`src/rtl/uart_pkg.sv`:
```
// Shared constants and types for the fan-telemetry UART receiver.
//   baud_cnt_max() : sys_clk cycles per UART bit (integer division)
//   PKT_BYTES      : bytes per telemetry packet {temp, rpm[7:0], rpm[15:8]}
//   IDX_*          : byte-index values within a packet
//   rx_state_e     : byte-level receive FSM states
package uart_pkg;

  localparam int unsigned PKT_BYTES = 3;

  localparam logic [1:0] IDX_TEMP   = 2'd0;
  localparam logic [1:0] IDX_RPM_LO = 2'd1;
  localparam logic [1:0] IDX_RPM_HI = 2'(PKT_BYTES - 1);

  typedef enum logic [1:0] {
    StIdle,
    StStart,
    StData,
    StStop
  } rx_state_e;

  function automatic int unsigned baud_cnt_max(input int unsigned clk_freq,
                                               input int unsigned bps);
    return clk_freq / bps;
  endfunction

endpackage

```
`src/rtl/uart_rx_byte.sv`:
```
// 8N1 byte receiver: 2-flop synchroniser, start-edge detect and mid-bit sampling FSM.
//   clk_i       : system clock
//   rst_i       : asynchronous active-high reset
//   rx_i        : raw serial line, idle high
//   byte_o      : last received byte (valid while byte_vld_o is high)
//   byte_vld_o  : one-cycle strobe, stop bit sampled high
//   frame_err_o : one-cycle strobe, stop bit sampled low (byte dropped)
//   start_o     : start edge accepted this cycle (combinational)
//   idle_o      : FSM is waiting for a start edge
module uart_rx_byte
  import uart_pkg::*;
#(
  parameter int unsigned CLK_FREQ = 50_000_000,
  parameter int unsigned UART_BPS = 115200
) (
  input  logic       clk_i,
  input  logic       rst_i,
  input  logic       rx_i,
  output logic [7:0] byte_o,
  output logic       byte_vld_o,
  output logic       frame_err_o,
  output logic       start_o,
  output logic       idle_o
);

  localparam int unsigned BaudMax = baud_cnt_max(CLK_FREQ, UART_BPS);
  localparam int unsigned CntW    = $clog2(BaudMax);
  localparam logic [CntW-1:0] CntFull = CntW'(BaudMax - 1);
  localparam logic [CntW-1:0] CntHalf = CntW'(BaudMax / 2 - 1);
  localparam logic [CntW-1:0] CntOne  = CntW'(1);

  logic            sync1_q, sync2_q, prev_q;
  rx_state_e       state_q;
  logic [CntW-1:0] cnt_q;
  logic [2:0]      bit_q;
  logic [7:0]      shift_q;
  logic            byte_vld_q, frame_err_q;

  assign start_o     = (state_q == StIdle) && prev_q && !sync2_q;
  assign idle_o      = (state_q == StIdle);
  assign byte_o      = shift_q;
  assign byte_vld_o  = byte_vld_q;
  assign frame_err_o = frame_err_q;

  always_ff @(posedge clk_i or posedge rst_i) begin
    if (rst_i) begin
      sync1_q     <= 1'b1;
      sync2_q     <= 1'b1;
      prev_q      <= 1'b1;
      state_q     <= StIdle;
      cnt_q       <= '0;
      bit_q       <= '0;
      shift_q     <= '0;
      byte_vld_q  <= 1'b0;
      frame_err_q <= 1'b0;
    end else begin
      sync1_q     <= rx_i;
      sync2_q     <= sync1_q;
      prev_q      <= sync2_q;
      byte_vld_q  <= 1'b0;
      frame_err_q <= 1'b0;
      unique case (state_q)
        StIdle: begin
          if (start_o) begin
            state_q <= StStart;
            cnt_q   <= '0;
          end
        end
        StStart: begin
          // Re-check the line at mid start bit; a high line was only a glitch.
          if (cnt_q == CntHalf) begin
            cnt_q   <= '0;
            bit_q   <= '0;
            state_q <= sync2_q ? StIdle : StData;
          end else begin
            cnt_q <= cnt_q + CntOne;
          end
        end
        StData: begin
          if (cnt_q == CntFull) begin
            cnt_q   <= '0;
            shift_q <= {sync2_q, shift_q[7:1]};  // LSB arrives first
            if (bit_q == 3'd7) begin
              state_q <= StStop;
            end else begin
              bit_q <= bit_q + 3'd1;
            end
          end else begin
            cnt_q <= cnt_q + CntOne;
          end
        end
        StStop: begin
          if (cnt_q == CntFull) begin
            cnt_q   <= '0;
            state_q <= StIdle;
            if (sync2_q) begin
              byte_vld_q <= 1'b1;
            end else begin
              frame_err_q <= 1'b1;
            end
          end else begin
            cnt_q <= cnt_q + CntOne;
          end
        end
        default: state_q <= StIdle;
      endcase
    end
  end

endmodule

```
`src/rtl/uart_rx_packet.sv`:
```
// Fan telemetry receiver: reassembles {temp, rpm[7:0], rpm[15:8]} from 8N1 bytes.
//   sys_clk   : system clock
//   sys_rst   : asynchronous active-high reset
//   rx        : serial line, idle high, asynchronous to sys_clk
//   temp_data : temperature byte of the last good packet
//   rpm       : fan speed of the last good packet
//   pkt_valid : one-cycle strobe, temp_data/rpm just updated
//   frame_err : one-cycle strobe, a stop bit was sampled low
module uart_rx_packet
  import uart_pkg::*;
#(
  parameter int unsigned UART_BPS     = 115200,
  parameter int unsigned CLK_FREQ     = 50_000_000,
  parameter int unsigned TIMEOUT_CLKS = 8680
) (
  input  logic        sys_clk,
  input  logic        sys_rst,
  input  logic        rx,
  output logic [7:0]  temp_data,
  output logic [15:0] rpm,
  output logic        pkt_valid,
  output logic        frame_err
);

  localparam int unsigned ToW = $clog2(TIMEOUT_CLKS + 1);
  localparam logic [ToW-1:0] ToLast = ToW'(TIMEOUT_CLKS - 1);
  localparam logic [ToW-1:0] ToOne  = ToW'(1);

  logic [7:0] rx_byte;
  logic       byte_vld, byte_ferr, start, fsm_idle;

  uart_rx_byte #(
    .CLK_FREQ (CLK_FREQ),
    .UART_BPS (UART_BPS)
  ) u_rx_byte (
    .clk_i       (sys_clk),
    .rst_i       (sys_rst),
    .rx_i        (rx),
    .byte_o      (rx_byte),
    .byte_vld_o  (byte_vld),
    .frame_err_o (byte_ferr),
    .start_o     (start),
    .idle_o      (fsm_idle)
  );

  logic [1:0]     idx_q, idx_d;
  logic [7:0]     temp_buf_q, temp_buf_d;
  logic [7:0]     rpm_lo_q, rpm_lo_d;
  logic [ToW-1:0] idle_cnt_q, idle_cnt_d;
  logic [7:0]     temp_q, temp_d;
  logic [15:0]    rpm_q, rpm_d;
  logic           pkt_valid_q, pkt_valid_d;
  logic           timeout;

  always_comb begin
    idx_d       = idx_q;
    temp_buf_d  = temp_buf_q;
    rpm_lo_d    = rpm_lo_q;
    idle_cnt_d  = idle_cnt_q;
    temp_d      = temp_q;
    rpm_d       = rpm_q;
    pkt_valid_d = 1'b0;

    // Only a partially received packet can time out.
    timeout = fsm_idle && (idx_q != IDX_TEMP) && (idle_cnt_q == ToLast);

    if (start || (idx_q == IDX_TEMP)) begin
      idle_cnt_d = '0;
    end else if (fsm_idle) begin
      idle_cnt_d = timeout ? '0 : idle_cnt_q + ToOne;
    end

    // A start on the expiring cycle still proceeds: the index resets and it becomes byte0.
    if (byte_ferr || timeout) begin
      idx_d = IDX_TEMP;
    end else if (byte_vld) begin
      unique case (idx_q)
        IDX_TEMP: begin
          temp_buf_d = rx_byte;
          idx_d      = IDX_RPM_LO;
        end
        IDX_RPM_LO: begin
          rpm_lo_d = rx_byte;
          idx_d    = IDX_RPM_HI;
        end
        IDX_RPM_HI: begin
          temp_d      = temp_buf_q;
          rpm_d       = {rx_byte, rpm_lo_q};
          pkt_valid_d = 1'b1;
          idx_d       = IDX_TEMP;
        end
        default: idx_d = IDX_TEMP;
      endcase
    end
  end

  always_ff @(posedge sys_clk or posedge sys_rst) begin
    if (sys_rst) begin
      idx_q       <= IDX_TEMP;
      temp_buf_q  <= '0;
      rpm_lo_q    <= '0;
      idle_cnt_q  <= '0;
      temp_q      <= '0;
      rpm_q       <= '0;
      pkt_valid_q <= 1'b0;
    end else begin
      idx_q       <= idx_d;
      temp_buf_q  <= temp_buf_d;
      rpm_lo_q    <= rpm_lo_d;
      idle_cnt_q  <= idle_cnt_d;
      temp_q      <= temp_d;
      rpm_q       <= rpm_d;
      pkt_valid_q <= pkt_valid_d;
    end
  end

  assign temp_data = temp_q;
  assign rpm       = rpm_q;
  assign pkt_valid = pkt_valid_q;
  assign frame_err = byte_ferr;

endmodule

```
`config.mk`:
```
export PLATFORM = sky130hd
export DESIGN_NAME = uart_rx_packet
export DESIGN_NICKNAME = d
export VERILOG_FILES = /design/src/rtl/uart_pkg.sv /design/src/rtl/uart_rx_byte.sv /design/src/rtl/uart_rx_packet.sv
export SDC_FILE = /design/constraint.sdc
export NUM_CORES = 1
export LEC_CHECK = 0
export ABC_AREA = 1
export CAP_MARGIN = 0
export CORE_UTILIZATION = 40
export DETAILED_ROUTE_END_ITERATION = 8
export PLACE_DENSITY_LB_ADDON = 0.25
export SETUP_SLACK_MARGIN = 0.02
export SLEW_MARGIN = 30
export SYNTH_ARGS = -nofsm -noshare
export SYNTH_HDL_FRONTEND = slang
export SYNTH_SLANG_ARGS = --single-unit
```
`constraint.sdc`:
```
create_clock -name sys_clk -period 3.8 [get_ports sys_clk]
set_input_delay 0.76 -clock sys_clk [delete_from_list [all_inputs] [get_ports sys_clk]]
set_output_delay 0.76 -clock sys_clk [all_outputs]
set_load 0.1 [all_outputs]
```
==> results.sh <==
export IMPL_nets=484
export IMPL_relSlewSlack_pct=35.19
export IMPL_vias_per_cell=4.799
export IMPL_cts_hold_buf=0
export IMPL_drcViolationCount=0
export IMPL_cp_num_buf_inv=1
export IMPL_dp_hpwl_um=4611
export IMPL_synth_top_area_share_pct=53.66
export IMPL_grt_pass1_vias=2651
export IMPL_final_common_cell="nand2_1"
export IMPL_finalSetupViolCount=0
export IMPL_grt_setup_unrepaired="no"
export IMPL_skew_ns=0.01740
export IMPL_slew_violations=0
export IMPL_synth_edff_count=0
export IMPL_die_y_um=99.18
export IMPL_track_usage_pct=15.39
export IMPL_syn_to_final_growth_pct=15.20
export IMPL_grt_pass1_wl_um=12000
export IMPL_htree_levels=3
export IMPL_cts_tree="done"
export IMPL_status="finished, final reports clean"
export IMPL_cts_buffers=9
export IMPL_wire_per_inst_um=11.25
export IMPL_cp_end_kind="primary output"
export IMPL_syn_cell_area_mm2=0.003777
export IMPL_critical_path_cell_chain="clkdlybuf4s50_1"
export IMPL_ios=29
export IMPL_n_fill_cell=882
export IMPL_gp_congestion=0.8559
export IMPL_synth_cell_types=26
export IMPL_period_share_pct=69.15
export IMPL_hold_viol_final=0
export IMPL_fp_dieArea_mm2=0.009836
export IMPL_clock_sinks=84
export IMPL_critPathKind="reg -> out"
export IMPL_critPathLaunchType="flip-flop"
export IMPL_drt_wl_total_um=6650
export IMPL_insertion_delay_ns=0.36
export IMPL_ys_seq_area_share_pct=55.75
export IMPL_final_cell_mix="nand2_1 (156), dfrtp_1 (81), inv_1 (44)"
export IMPL_clk_pin_slew_ns=0.09
export IMPL_power_density_mw_per_mm2=440.8
export IMPL_dp_cells=575
export IMPL_maxCapViolCount=0
export IMPL_yosysTopAreaCell="dfrtp_1"
export IMPL_placed_area_mm2=0.004148
export IMPL_fin_hold_ws_ns=0.3587
export IMPL_syn_inst=443
export IMPL_vdd_ir_drop_max_uv=193.8
export IMPL_ys_top_cells_by_area="dfrtp_1 (54%), nand2_1 (16%), o21ai_0 (5.3%), inv_1 (4.5%), nor2_1 (3.2%)"
export IMPL_cp_arrival_ns=1.87
export IMPL_ys_warn_count=0
export IMPL_io_buffers=28
export IMPL_start_util_pct=41.07
export IMPL_grt_max_degree=58
export IMPL_required_ns=3.04
export IMPL_cts_max_path_buffers=2
export IMPL_fin_crit_ns=2.628
export IMPL_synth_fp_nets=452
export IMPL_cpPeakStageDelay_ns=1.14
export IMPL_rows=35
export IMPL_finish_instance_area_mm2=0.004352
export IMPL_crit_slowest_cell="clkdlybuf4s50_1"
export IMPL_drt_iter0_drc=145
export IMPL_vias=2836
export IMPL_die_w_um=99.18
export IMPL_dr_pass1_iters=4
export IMPL_worstPathMaxFanout=3
export IMPL_ys_ff_latch=84
export IMPL_async_flop_share_pct=100.0
export IMPL_worst_r2r_setup_slack_ns=1.93
export IMPL_antenna_found_initial=0
export IMPL_syn_avg_cell_area_um2=8.527
export IMPL_root_buffer="clkbuf_8"
export IMPL_core_area_mm2=0.009196
export IMPL_power_leakage_nw=2.028
export IMPL_tightest_slew_ns=0.9691
export IMPL_diodes=0
export IMPL_max_freq_ghz=0.3806
export IMPL_ant_nets=0
export IMPL_min_path_type="reg -> reg"
export IMPL_setup_tns_ns=0
export IMPL_drive_gt1_share_pct=7.708
export IMPL_gr_total_overflow=0
export IMPL_ys_flop_type="dfrtp_1"
export IMPL_cts_resized=0
export IMPL_fin_cells=591
export IMPL_post_cts_setup_buffers=0
export IMPL_path_delay_family="buffers and inverters"
## metal layers
metal | GRT usage [%] | vias to the layer above | part of all wire, %
met5 | 0 | - | 0
met4 | 6.335 | 0 | 1.7
met3 | 3.514 | 11 | 3.0
met2 | 24.96 | 47 | 46
met1 | 20.06 | 1318 | 50
li1 | - | 1460 | -
## per-stage QoR
step | util (%) | setup slack [ns] | power (mW)
floorplan | - | 0.8798 | 1.214
CTS | 47.32 | 1.152 | 1.936
finish | 47.32 | 1.172 | 1.918
detailed placement | 45.10 | 1.554 | 1.271
global route | 47.32 | 1.129 | 2.020
global placement | 45.06 | 1.563 | 1.265
## registers in the layout, indices dropped and copies added (netlist names), 2 cells and up, named ones only
register          cells
temp_data             8
u_rx_byte.bit_q       3
u_rx_byte.byte_o      8
idle_cnt_q           14
idx_q                 2
rpm                  16
rpm_lo_q              8
u_rx_byte.cnt_q       9
temp_buf_q            8
## synth_stat cells, types with 3 or more instances
library cell,instances
nor2_1,32
nor2_2,4
nand4_1,5
nand2_1,156
nand3_1,21
nor3_1,7
buf_6,3
inv_1,45
a21oi_1,5
dfrtp_1,81
xor2_1,7
o21ai_0,40
nand3_4,3
o21ai_1,8
dfstp_2,3
buf_4,3
ha_1,6
inv_2,3
## kinds of logic after synthesis
| family | Yosys count | synth area share (%) |
|---|---|---|
| and+or+nand+nor | 230 | 25.74 |
| DFF | 84 | 55.75 |
| buffers and inverters | 58 | 6.757 |
| AOI/OAI and AO/OA | 56 | 7.685 |
| xor gates and xnor gates | 9 | 2.087 |
| adders and majority gates | 6 | 1.987 |
## path summary, 6_finish.rpt
check | startpoint | to | cells after the start
worst max-delay path | u_rx_byte.frame_err_o$_DFF_PP0_ | frame_err | 1
worst min-delay path | u_rx_byte.sync1_q$_DFF_PP1_ | u_rx_byte.sync2_q$_DFF_PP1_ | 0
worst max register to register | idle_cnt_q[0]$_DFFE_PP0P_ | temp_data[7]$_DFFE_PP0P_ | 10
worst min register to register | u_rx_byte.sync1_q$_DFF_PP1_ | u_rx_byte.sync2_q$_DFF_PP1_ | 0
max in group asynchronous | sys_rst | temp_buf_q[6]$_DFFE_PP0P_ | 3
min in group asynchronous | sys_rst | rpm[9]$_DFFE_PP0P_ | 2
## final cells by class
class                      instances  area (um^2)  share of cell area [%]
multi-input combinational        301         1416                   32.55
sequential                        84         2106                   48.39
timing repair buffer              30        295.3                   6.786
clock inverter                     7        80.08                   1.840
tap                              111        138.9                   3.191
inverter                          49        191.4                   4.399
clock buffer                       9        123.9                   2.846
## where the power goes
group	switching [mW]	internal (mW)
combinational	0.184	0.0855
sequential	0.0501	0.933
clock	0.351	0.314
(Power assumes the default switching activity.)
